[src/rtl/alu_operand_stage.sv]
// alu_operand_stage
// Decode/operand-select stage feeding the execute ALU. Decodes one RV32I
// instruction per accepted transfer into {op1, op2, aluSel, illegal} and
// holds it in a two-entry skid buffer (main + skid) so that in_ready can
// be a flop with no combinational path from out_ready.

module alu_operand_stage (
    input  logic        clk,
    input  logic        rst,        // asynchronous, active-low
    input  logic        flush,
    input  logic        in_valid,
    output logic        in_ready,
    input  logic [6:0]  opcode,
    input  logic [2:0]  funct3,
    input  logic        funct7b5,
    input  logic [31:0] rs1Data,
    input  logic [31:0] rs2Data,
    input  logic [31:0] imm,
    input  logic [31:0] pc,
    output logic        out_valid,
    input  logic        out_ready,
    output logic [31:0] op1,
    output logic [31:0] op2,
    output logic [3:0]  aluSel,
    output logic        illegal
);

    // ALU operation codes consumed downstream
    localparam logic [3:0] ALU_ADD   = 4'd0;
    localparam logic [3:0] ALU_SUB   = 4'd1;
    localparam logic [3:0] ALU_AND   = 4'd2;
    localparam logic [3:0] ALU_OR    = 4'd3;
    localparam logic [3:0] ALU_XOR   = 4'd4;
    localparam logic [3:0] ALU_SLT   = 4'd5;
    localparam logic [3:0] ALU_SLTU  = 4'd6;
    localparam logic [3:0] ALU_SLL   = 4'd7;
    localparam logic [3:0] ALU_SRL   = 4'd8;
    localparam logic [3:0] ALU_SRA   = 4'd9;
    localparam logic [3:0] ALU_COPY1 = 4'd10;

    // RV32I major opcodes
    localparam logic [6:0] OPC_OP     = 7'b0110011;
    localparam logic [6:0] OPC_OPIMM  = 7'b0010011;
    localparam logic [6:0] OPC_LUI    = 7'b0110111;
    localparam logic [6:0] OPC_AUIPC  = 7'b0010111;
    localparam logic [6:0] OPC_LOAD   = 7'b0000011;
    localparam logic [6:0] OPC_STORE  = 7'b0100011;
    localparam logic [6:0] OPC_JAL    = 7'b1101111;
    localparam logic [6:0] OPC_JALR   = 7'b1100111;
    localparam logic [6:0] OPC_BRANCH = 7'b1100011;

    typedef struct packed {
        logic [31:0] op1;
        logic [31:0] op2;
        logic [3:0]  sel;
        logic        ill;
    } entry_t;

    typedef enum logic [1:0] {
        S_EMPTY = 2'd0,
        S_ONE   = 2'd1,
        S_TWO   = 2'd2
    } state_t;

    // Register-register / register-immediate arithmetic map; b5 picks the
    // SUB and SRA variants (callers force b5 low where it must not apply).
    function automatic logic [3:0] arith_sel(input logic [2:0] f3, input logic b5);
        logic [3:0] s;
        case (f3)
            3'b000:  s = b5 ? ALU_SUB : ALU_ADD;
            3'b001:  s = ALU_SLL;
            3'b010:  s = ALU_SLT;
            3'b011:  s = ALU_SLTU;
            3'b100:  s = ALU_XOR;
            3'b101:  s = b5 ? ALU_SRA : ALU_SRL;
            3'b110:  s = ALU_OR;
            default: s = ALU_AND;
        endcase
        return s;
    endfunction

    entry_t dec;
    logic   dec_bad;
    logic   f3_has_b5;

    // bit 30 is only meaningful for funct3 000 and 101
    assign f3_has_b5 = (funct3 == 3'b000) || (funct3 == 3'b101);

    // Combinational decode of the offered instruction; an illegal encoding
    // collapses to zero operands with ADD so the ALU sees a benign op.
    always_comb begin
        dec     = '0;
        dec_bad = 1'b0;
        case (opcode)
            OPC_OP: begin
                dec.op1 = rs1Data;
                dec.op2 = rs2Data;
                dec.sel = arith_sel(funct3, funct7b5);
                dec_bad = funct7b5 && !f3_has_b5;
            end
            OPC_OPIMM: begin
                dec.op1 = rs1Data;
                dec.op2 = imm;
                dec.sel = arith_sel(funct3, funct7b5 && (funct3 == 3'b101));
                dec_bad = funct7b5 && !f3_has_b5;
            end
            OPC_LUI: begin
                dec.op1 = imm;
                dec.op2 = '0;
                dec.sel = ALU_COPY1;
            end
            OPC_AUIPC: begin
                dec.op1 = pc;
                dec.op2 = imm;
                dec.sel = ALU_ADD;
            end
            OPC_LOAD, OPC_STORE: begin
                dec.op1 = rs1Data;
                dec.op2 = imm;
                dec.sel = ALU_ADD;
            end
            OPC_JAL, OPC_JALR: begin
                dec.op1 = pc;
                dec.op2 = 32'd4;
                dec.sel = ALU_ADD;
            end
            OPC_BRANCH: begin
                dec.op1 = rs1Data;
                dec.op2 = rs2Data;
                case (funct3)
                    3'b000, 3'b001: dec.sel = ALU_SUB;
                    3'b100, 3'b101: dec.sel = ALU_SLT;
                    3'b110, 3'b111: dec.sel = ALU_SLTU;
                    default:        dec_bad = 1'b1;
                endcase
            end
            default: dec_bad = 1'b1;
        endcase
        if (dec_bad) begin
            dec     = '0;
            dec.ill = 1'b1;
        end
    end

    state_t state_q, state_d;
    entry_t main_q, skid_q;
    logic   in_ready_q;
    logic   accept, drain;
    logic   ld_main_dec, ld_main_skid, ld_skid;

    assign accept = in_valid && in_ready_q;
    assign drain  = (state_q != S_EMPTY) && out_ready;

    // Next-state and load-enable decode for the two-entry buffer
    always_comb begin
        state_d      = state_q;
        ld_main_dec  = 1'b0;
        ld_main_skid = 1'b0;
        ld_skid      = 1'b0;
        case (state_q)
            S_EMPTY: begin
                if (accept) begin
                    state_d     = S_ONE;
                    ld_main_dec = 1'b1;
                end
            end
            S_ONE: begin
                if (accept && !drain) begin
                    state_d = S_TWO;
                    ld_skid = 1'b1;
                end else if (drain && !accept) begin
                    state_d = S_EMPTY;
                end else if (accept && drain) begin
                    ld_main_dec = 1'b1;
                end
            end
            S_TWO: begin
                // in_ready is low here, so only a drain can happen
                if (drain) begin
                    state_d      = S_ONE;
                    ld_main_skid = 1'b1;
                end
            end
            default: state_d = S_EMPTY;
        endcase
        if (flush) begin
            state_d      = S_EMPTY;
            ld_main_dec  = 1'b0;
            ld_main_skid = 1'b0;
            ld_skid      = 1'b0;
        end
    end

    // State, storage and the registered in_ready (low exactly while in TWO)
    always_ff @(posedge clk or negedge rst) begin
        if (!rst) begin
            state_q    <= S_EMPTY;
            main_q     <= '0;
            skid_q     <= '0;
            in_ready_q <= 1'b1;
        end else begin
            state_q    <= state_d;
            in_ready_q <= (state_d != S_TWO);
            if (ld_main_dec)
                main_q <= dec;
            else if (ld_main_skid)
                main_q <= skid_q;
            if (ld_skid)
                skid_q <= dec;
        end
    end

    assign in_ready  = in_ready_q;
    assign out_valid = (state_q != S_EMPTY);
    assign op1       = main_q.op1;
    assign op2       = main_q.op2;
    assign aluSel    = main_q.sel;
    assign illegal   = main_q.ill;

endmodule

[config.mk]
export PLATFORM = sky130hd
export DESIGN_NAME = alu_operand_stage
export DESIGN_NICKNAME = d
export VERILOG_FILES = /design/src/rtl/alu_operand_stage.sv
export SDC_FILE = /design/constraint.sdc
export NUM_CORES = 1
export LEC_CHECK = 0
export ABC_AREA = 1
export BUFFER_PORTS_ARGS = -buffer_cell sky130_fd_sc_hd__buf_2
export CAP_MARGIN = 20
export CORE_ASPECT_RATIO = 1.75
export CORE_UTILIZATION = 49
export CTS_BUF_LIST = sky130_fd_sc_hd__clkbuf_4
export DETAILED_ROUTE_END_ITERATION = 12
export PLACE_DENSITY_LB_ADDON = 0.05
export SYNTH_ARGS = -nofsm -noshare
export SYNTH_HDL_FRONTEND = slang
export SYNTH_SLANG_ARGS = --single-unit
export TNS_END_PERCENT = 1
[constraint.sdc]
create_clock -name clk -period 1.75 [get_ports clk]
set_clock_uncertainty 0.05 [all_clocks]
set_input_delay 0.175 -clock clk [delete_from_list [all_inputs] [get_ports clk]]
set_output_delay 0.175 -clock clk [all_outputs]
set_load 0.05 [all_outputs]
==> results of run 1 <==
## Yosys cell counts, types with 2 or more instances
master	number
a21oi_1	28
a31oi_1	2
buf_1	5
buf_2	32
buf_6	2
clkbuf_1	33
dfrtp_1	140
inv_1	20
inv_2	6
nand2_1	631
nand2_2	4
nand3_1	164
nor2_1	18
nor2_4	2
o211ai_1	13
o21ai_0	10
o21ai_1	11
o22ai_1	2
## state kept, by name, indices dropped and copies added (netlist names)
name,flops
skid_q,69
op1,32
op2,32
aluSel,4
state_q,2
illegal,1
in_ready,1
## layer usage
metal / vias to the layer above / share of wire [%] / track usage, %
li1: 4249 / - / -
met1: 4104 / 39 / 42.5
met2: 417 / 49 / 59.4
met3: 75 / 7.1 / 6.26
met4: 0 / 4.4 / 17.3
met5: - / 0 / 0
## timing repair
action                     4_1_cts  5_1_grt
hold buffers                   127        0
hold endpoints to repair       269        0
resized for setup                0        6
setup endpoints to repair        0       69
## logic make-up after synthesis
kind of cell           synth area share (%)
AOI/OAI and AO/OA                      5.02
buffers and inverters                  5.61
DFF                                    46.0
and+or+nand+nor                        43.4
## per-stage QoR
step / hold slack [ns] / util (%) / area (sq um)
after floorplan: -0.171 / - / 7690
after global placement: 0.0959 / 60.4 / 9250
after detailed placement: 0.0986 / 60.4 / 9250
after CTS: 0.000316 / 70.4 / 10800
after global routing: 0.0177 / 70.7 / 10800
final: 0.0244 / 70.7 / 10800
## report_power, final
group          internal, uW  switching (uW)
Combinational           464             796
Sequential             3350            55.2
Clock                   767            1330
## worst max-delay path, stage by stage
cell and delay, ns:
buf_2 0.07, nand2_1 0.13, nor2_4 0.25, nand2_2 0.15
nand2_1 0.18, buf_12 0.20, nand2_1 0.07, nand2_1 0.13
dlygate4sd3_1 0.61, nand3_1 0.08, nand2_1 0.07
## area by class of cell
cell class	instances	area [sq um]
Clock inverter	13	129
Sequential cell	141	3530
Inverter	26	97.6
Fill cell	1327	4480
Antenna cell	1	2.50
Tap cell	186	233
Multi-Input combinational cell	890	3760
Timing Repair Buffer	386	2940
Clock buffer	19	143
## worst paths after layout
| path | startpoint | to | slack, ns | cells past startpoint |
|---|---|---|---|---|
| max | opcode[1] | op2[9] | 0.05 | 11 |
| min | rs2Data[2] | op2[2] | 0.02 | 5 |
| max reg2reg | in_ready | skid_q[39] | 0.12 | 6 |
| min reg2reg | skid_q[35] | skid_q[35] | 0.44 | 2 |
| max in group asynchronous | rst | op1[23] | 0.97 | 3 |
| min in group asynchronous | rst | op1[8] | 0.06 | 2 |
==> metrics.md, run 1 <==
| Metric | Value |
|---|---|
| Layout Cells excl Fill | `1,662` |
| Tot GR Track Use | `between 30% and 40%` |
| Clock Sink Count | `141` |
| I/O Buffers | `~210` |
| Most frequent cells in the layout | `nand2_1, buf_2, nand3_1` |
| Synth Flop Type | `dfrtp_1` |
| H-Tree Depth | `4` |
| Placed Instances | `1,501` |
| GRT overflow | `0` |
| Synth Instances | `1,130` |
| I/O pin total | `around 220` |
| Static Leak | `around 0.0064 uW` |
| Netlist Area Pre-Place | `0.00767 sq mm` |
| Die Span X | `96.6 microns` |
| Post-synth EDFFs | `0` |
| Asr flop ratio synth | `100%` |
| Pre-CTS worst setup slack | `0.0432 ns` |
| Layout cells sized above 1 | `a little over a fifth` |
| Maxcap violations | `0` |
| Final max-slew violation count | `0` |
| Most common cell after layout, fill and taps aside | `nand2_1` |
| CP max FO | `27` |
| Detailed Route WL | `27.7 mm` |
| Routed Antenna Nets | `0` |
| Core Box Area | `0.0153 sq mm` |
| Crit path kind | `input port to register` |
| Drc violations | `0` |
| Measured slew at the worst slew-check pin | `0.501 ns` |
| Die H | `168 microns` |
| Final period demand of the worst path | `1.70 ns` |
| Worst hold path type | `input port to register` |
| Setup TNS | `0 ns` |
| Num CTS Buffers | `17` |
| Max Freq | `0.588 GHz` |
| DPL Wire Length | `about 18 mm` |
| Mapped Avg Cell Area | `6.79 sq um` |
| Synthesized Nets | `1,274` |
| CP required | `between 2 and 2.5 ns` |
| Layout Area Growth over Synthesis | `41.2%` |
| Synth Register Bits | `141` |
| Sequential fraction of the synthesis area | `46.0%` |
| Nets | `~1,600` |
| DIE AREA | `approximately 0.016 sq mm` |
| Final Wtd Congestion | `approximately 0.90` |
| Yosys warnings | `0` |
| Worst skew pair latency | `0.54 ns` |
| Endpoints failing setup | `0` |
| Clock Path Buffers | `2` |
| Tot Pwr | `6760 uW` |
| Pin count of the biggest net entering global routing | `73` |
| CTS clk-pin slew, worst paths | `0.14 ns` |
| Final setup margin | `0.0494 ns` |
| Final Cycle Share | `97.2%` |
| Final Hold Viols | `0` |
| Arr. time, crit path | `2.14 ns` |
| Status | `complete, no violations` |
| FP Rows | `60` |
| Routed vias/inst | `5.32` |
| Largest cells by area after synthesis | `dfrtp_1, nand2_1, nand3_1` |
| Max-slew headroom | `66.5%` |
| Vias in the first global route | `8,963` |
| Initial core utilization | `50.1%` |
| Initial antenna violation count | `1` |
| DR iter-0 viols | `680` |
| Power Density | `624 mW/mm^2` |
| Wire per inst | `16.7 microns` |
| CP startpoint kind | `input port` |
| DR vias | `8,845` |
| First-pass GRT wire length | `45.1 mm` |
| Maximum VDD drop | `333 uV` |
| DR pass1 iterations | `5` |
| RSZ-0062 raised after global routing | `yes` |
| Yosys top cell by area | `dfrtp_1` |
| Synth unique cells | `25` |
| CTS root buf | `clkbuf_4` |
| CP endpoint kind | `register` |
| CTS tree | `yes` |
| Post-synth top area share | `45.7%` |
| Postcts setup bufs | `0` |
(Power assumes the default switching activity.)
==> run 2, diff against run 1 <==
CORE_ASPECT_RATIO = 0.75   (was 1.75)
==> metrics.md, run 2 (synthesized netlist as in run 1, its figures left out) <==
| Metric | Value |
|---|---|
| Initial core utilization | `50.2%` |
| Worst skew pair latency | `0.57 ns` |
| Number of flip-flops in the largest register | `69` |
| GRT overflow | `0` |
| Tot GR Track Use | `35.2%` |
| Clock Sink Count | `141` |
| Power Density | `between 600 and 700 mW/mm^2` |
| CP required | `~2.2 ns` |
| RSZ-0062 raised after global routing | `yes` |
| Most frequent cells in the layout | `nand2_1, buf_2, nand3_1` |
| DR pass1 iterations | `7` |
| CTS tree | `yes` |
| Final max-slew violation count | `0` |
| CTS root buf | `clkbuf_4` |
| Layout Cells excl Fill | `between 1,500 and 2,000` |
| DPL Wire Length | `approximately 18 mm` |
| CP startpoint kind | `input port` |
| Max-slew headroom | `53.5%` |
| Placed cell areas | `0.00925 sq mm` |
| Status | `complete, no violations` |
| Top reg by flops | `skid_q` |
| H-Tree Depth | `4` |
| Vias in the first global route | `8,292` |
| Pin count of the biggest net entering global routing | `50` |
| Max incr delay on CP | `roughly 0.56 ns` |
| DR vias | `approximately 9,000` |
| Fill cells | `1,255` |
| Routed Antenna Nets | `0` |
| Final Cell Area | `0.0109 sq mm` |
| CTS clk-pin slew, worst paths | `0.13 ns` |
| Core Box Area | `0.0153 sq mm` |
| Nets | `1,606` |
| Crit path kind | `input port to register` |
| Hold WS | `0.0279 ns` |
| FP Rows | `39` |
| Max Freq | `between 0.5 and 0.6 GHz` |
| Arr. time, crit path | `2.12 ns` |
| Sw Share | `31.6%` |
| Detailed Route WL | `27.9 mm` |
| Layout Area Growth over Synthesis | `41.6%` |
| Num CTS Buffers | `17` |
| Final Cycle Share | `95.6%` |
| Area of the multi-input gates | `0.00375 sq mm` |
| Maximum VDD drop | `596 uV` |
| CP max FO | `27` |
| Layout cells sized above 1 | `21.2%` |
| Measured slew at the worst slew-check pin | `0.698 ns` |
| Hold path cells | `5` |
| Final Wtd Congestion | `0.902` |
| FF/Latch Area | `0.00353 sq mm` |
| DR iter-0 viols | `1,114` |
| Psw | `2150 uW` |
| Worst reg-to-reg path cell count | `7` |
| DIE AREA | `between 0.015 and 0.02 sq mm` |
| Worst hold path type | `input port to register` |
| Maxcap violations | `0` |
| Placed Instances | `about 1,500` |
| Static Leak | `0.00637 uW` |
| Final period demand of the worst path | `1.67 ns` |
| Combinational share of power | `between 10% and 20%` |
| Clk network pwr share | `31.9%` |
| CP endpoint kind | `register` |
| Internal | `about 4700 uW` |
| Critical-path cell list | `buf_2 -> inv_1 -> nand2_1 -> nor2_1 -> nand2_1 -> nand2_1 -> buf_12 -> nand2_1 -> nand3_1 -> dlygate4sd3_1 -> nand3_1 -> a21oi_1` |
| I/O pin total | `215` |
| Initial antenna violation count | `0` |
| Sequential power share | `49.7%` |
| Routed vias/inst | `5.37` |
| Die Span X | `147 microns` |
| Endpoints failing setup | `0` |
| I/O Buffers | `214` |
| Wire per inst | `16.6 microns` |
| Final Hold Viols | `0` |
| Die H | `110 microns` |
| Most common cell after layout, fill and taps aside | `nand2_1` |
| First-pass GRT wire length | `~43 mm` |
| Clock Path Buffers | `2` |
| Drc violations | `0` |
| Tot Pwr | `6820 uW` |
| Crit path top cell by count | `nand2_1` |
| Crit-path slowest cell | `dlygate4sd3_1` |
| Postcts setup bufs | `0` |
[run 2: path summary, 6_finish.rpt]
kind	startpoint	to	slack, ns
max	opcode[5]	op1[22]	0.08
min	rs1Data[30]	skid_q[67]	0.03
max reg2reg	in_ready	op1[21]	0.10
min reg2reg	skid_q[12]	skid_q[12]	0.44
max in group asynchronous	rst	in_ready	0.72
min in group asynchronous	rst	skid_q[7]	0.48
[run 2: power by group through the flow]
stage	combinational [uW]	sequential [uW]	clock, uW
floorplan	316	3690	0
global placement	1060	3450	0
detailed placement	1060	3450	0
CTS	1230	3390	2200
global route	1340	3400	2330
finish	1250	3390	2180
[run 2: area by class of cell]
cell class	instances	area share, %
Tap cell	205	2.36
Clock inverter	14	1.32
Sequential cell	141	32.5
Antenna cell	1	0.0230
Inverter	26	0.921
Clock buffer	18	1.24
Timing Repair Buffer	386	27.2
Multi-Input combinational cell	890	34.5
[run 2: layer usage]
metal / up-vias / share of wire (%) / routed length (microns) / track usage, %
li1: 4255 / - / - / -
met1: 4146 / 43 / 11900 / 49.3
met2: 546 / 44 / 12200 / 52.1
met3: 72 / 11 / 2930 / 8.52
met4: 0 / 3.3 / 914 / 15.3
met5: - / 0 / 0 / 0
[run 2: metrics by stage]
step	setup slack, ns	utilization [%]	setup TNS [ns]
after CTS	0.0213	71.0	0
after detailed placement	-0.00205	60.5	-0.00205
after floorplan	-0.0511	-	-2.43
after global routing	-0.0725	71.1	-0.622
final	0.0775	71.2	0
after global placement	0.00974	60.5	0
[run 2: critical path: cells and delay by family]
family | cells | cell delay (ns)
compound gates | 1 | 0.22
simple gates | 7 | 0.76
buf+inv | 4 | 0.94
[run 2: what timing repair did]
item	4_1_cts	5_1_grt
hold buffers	130	0
gates resized for setup	0	10
setup endpoints to repair	0	104
hold endpoints to repair	272	0
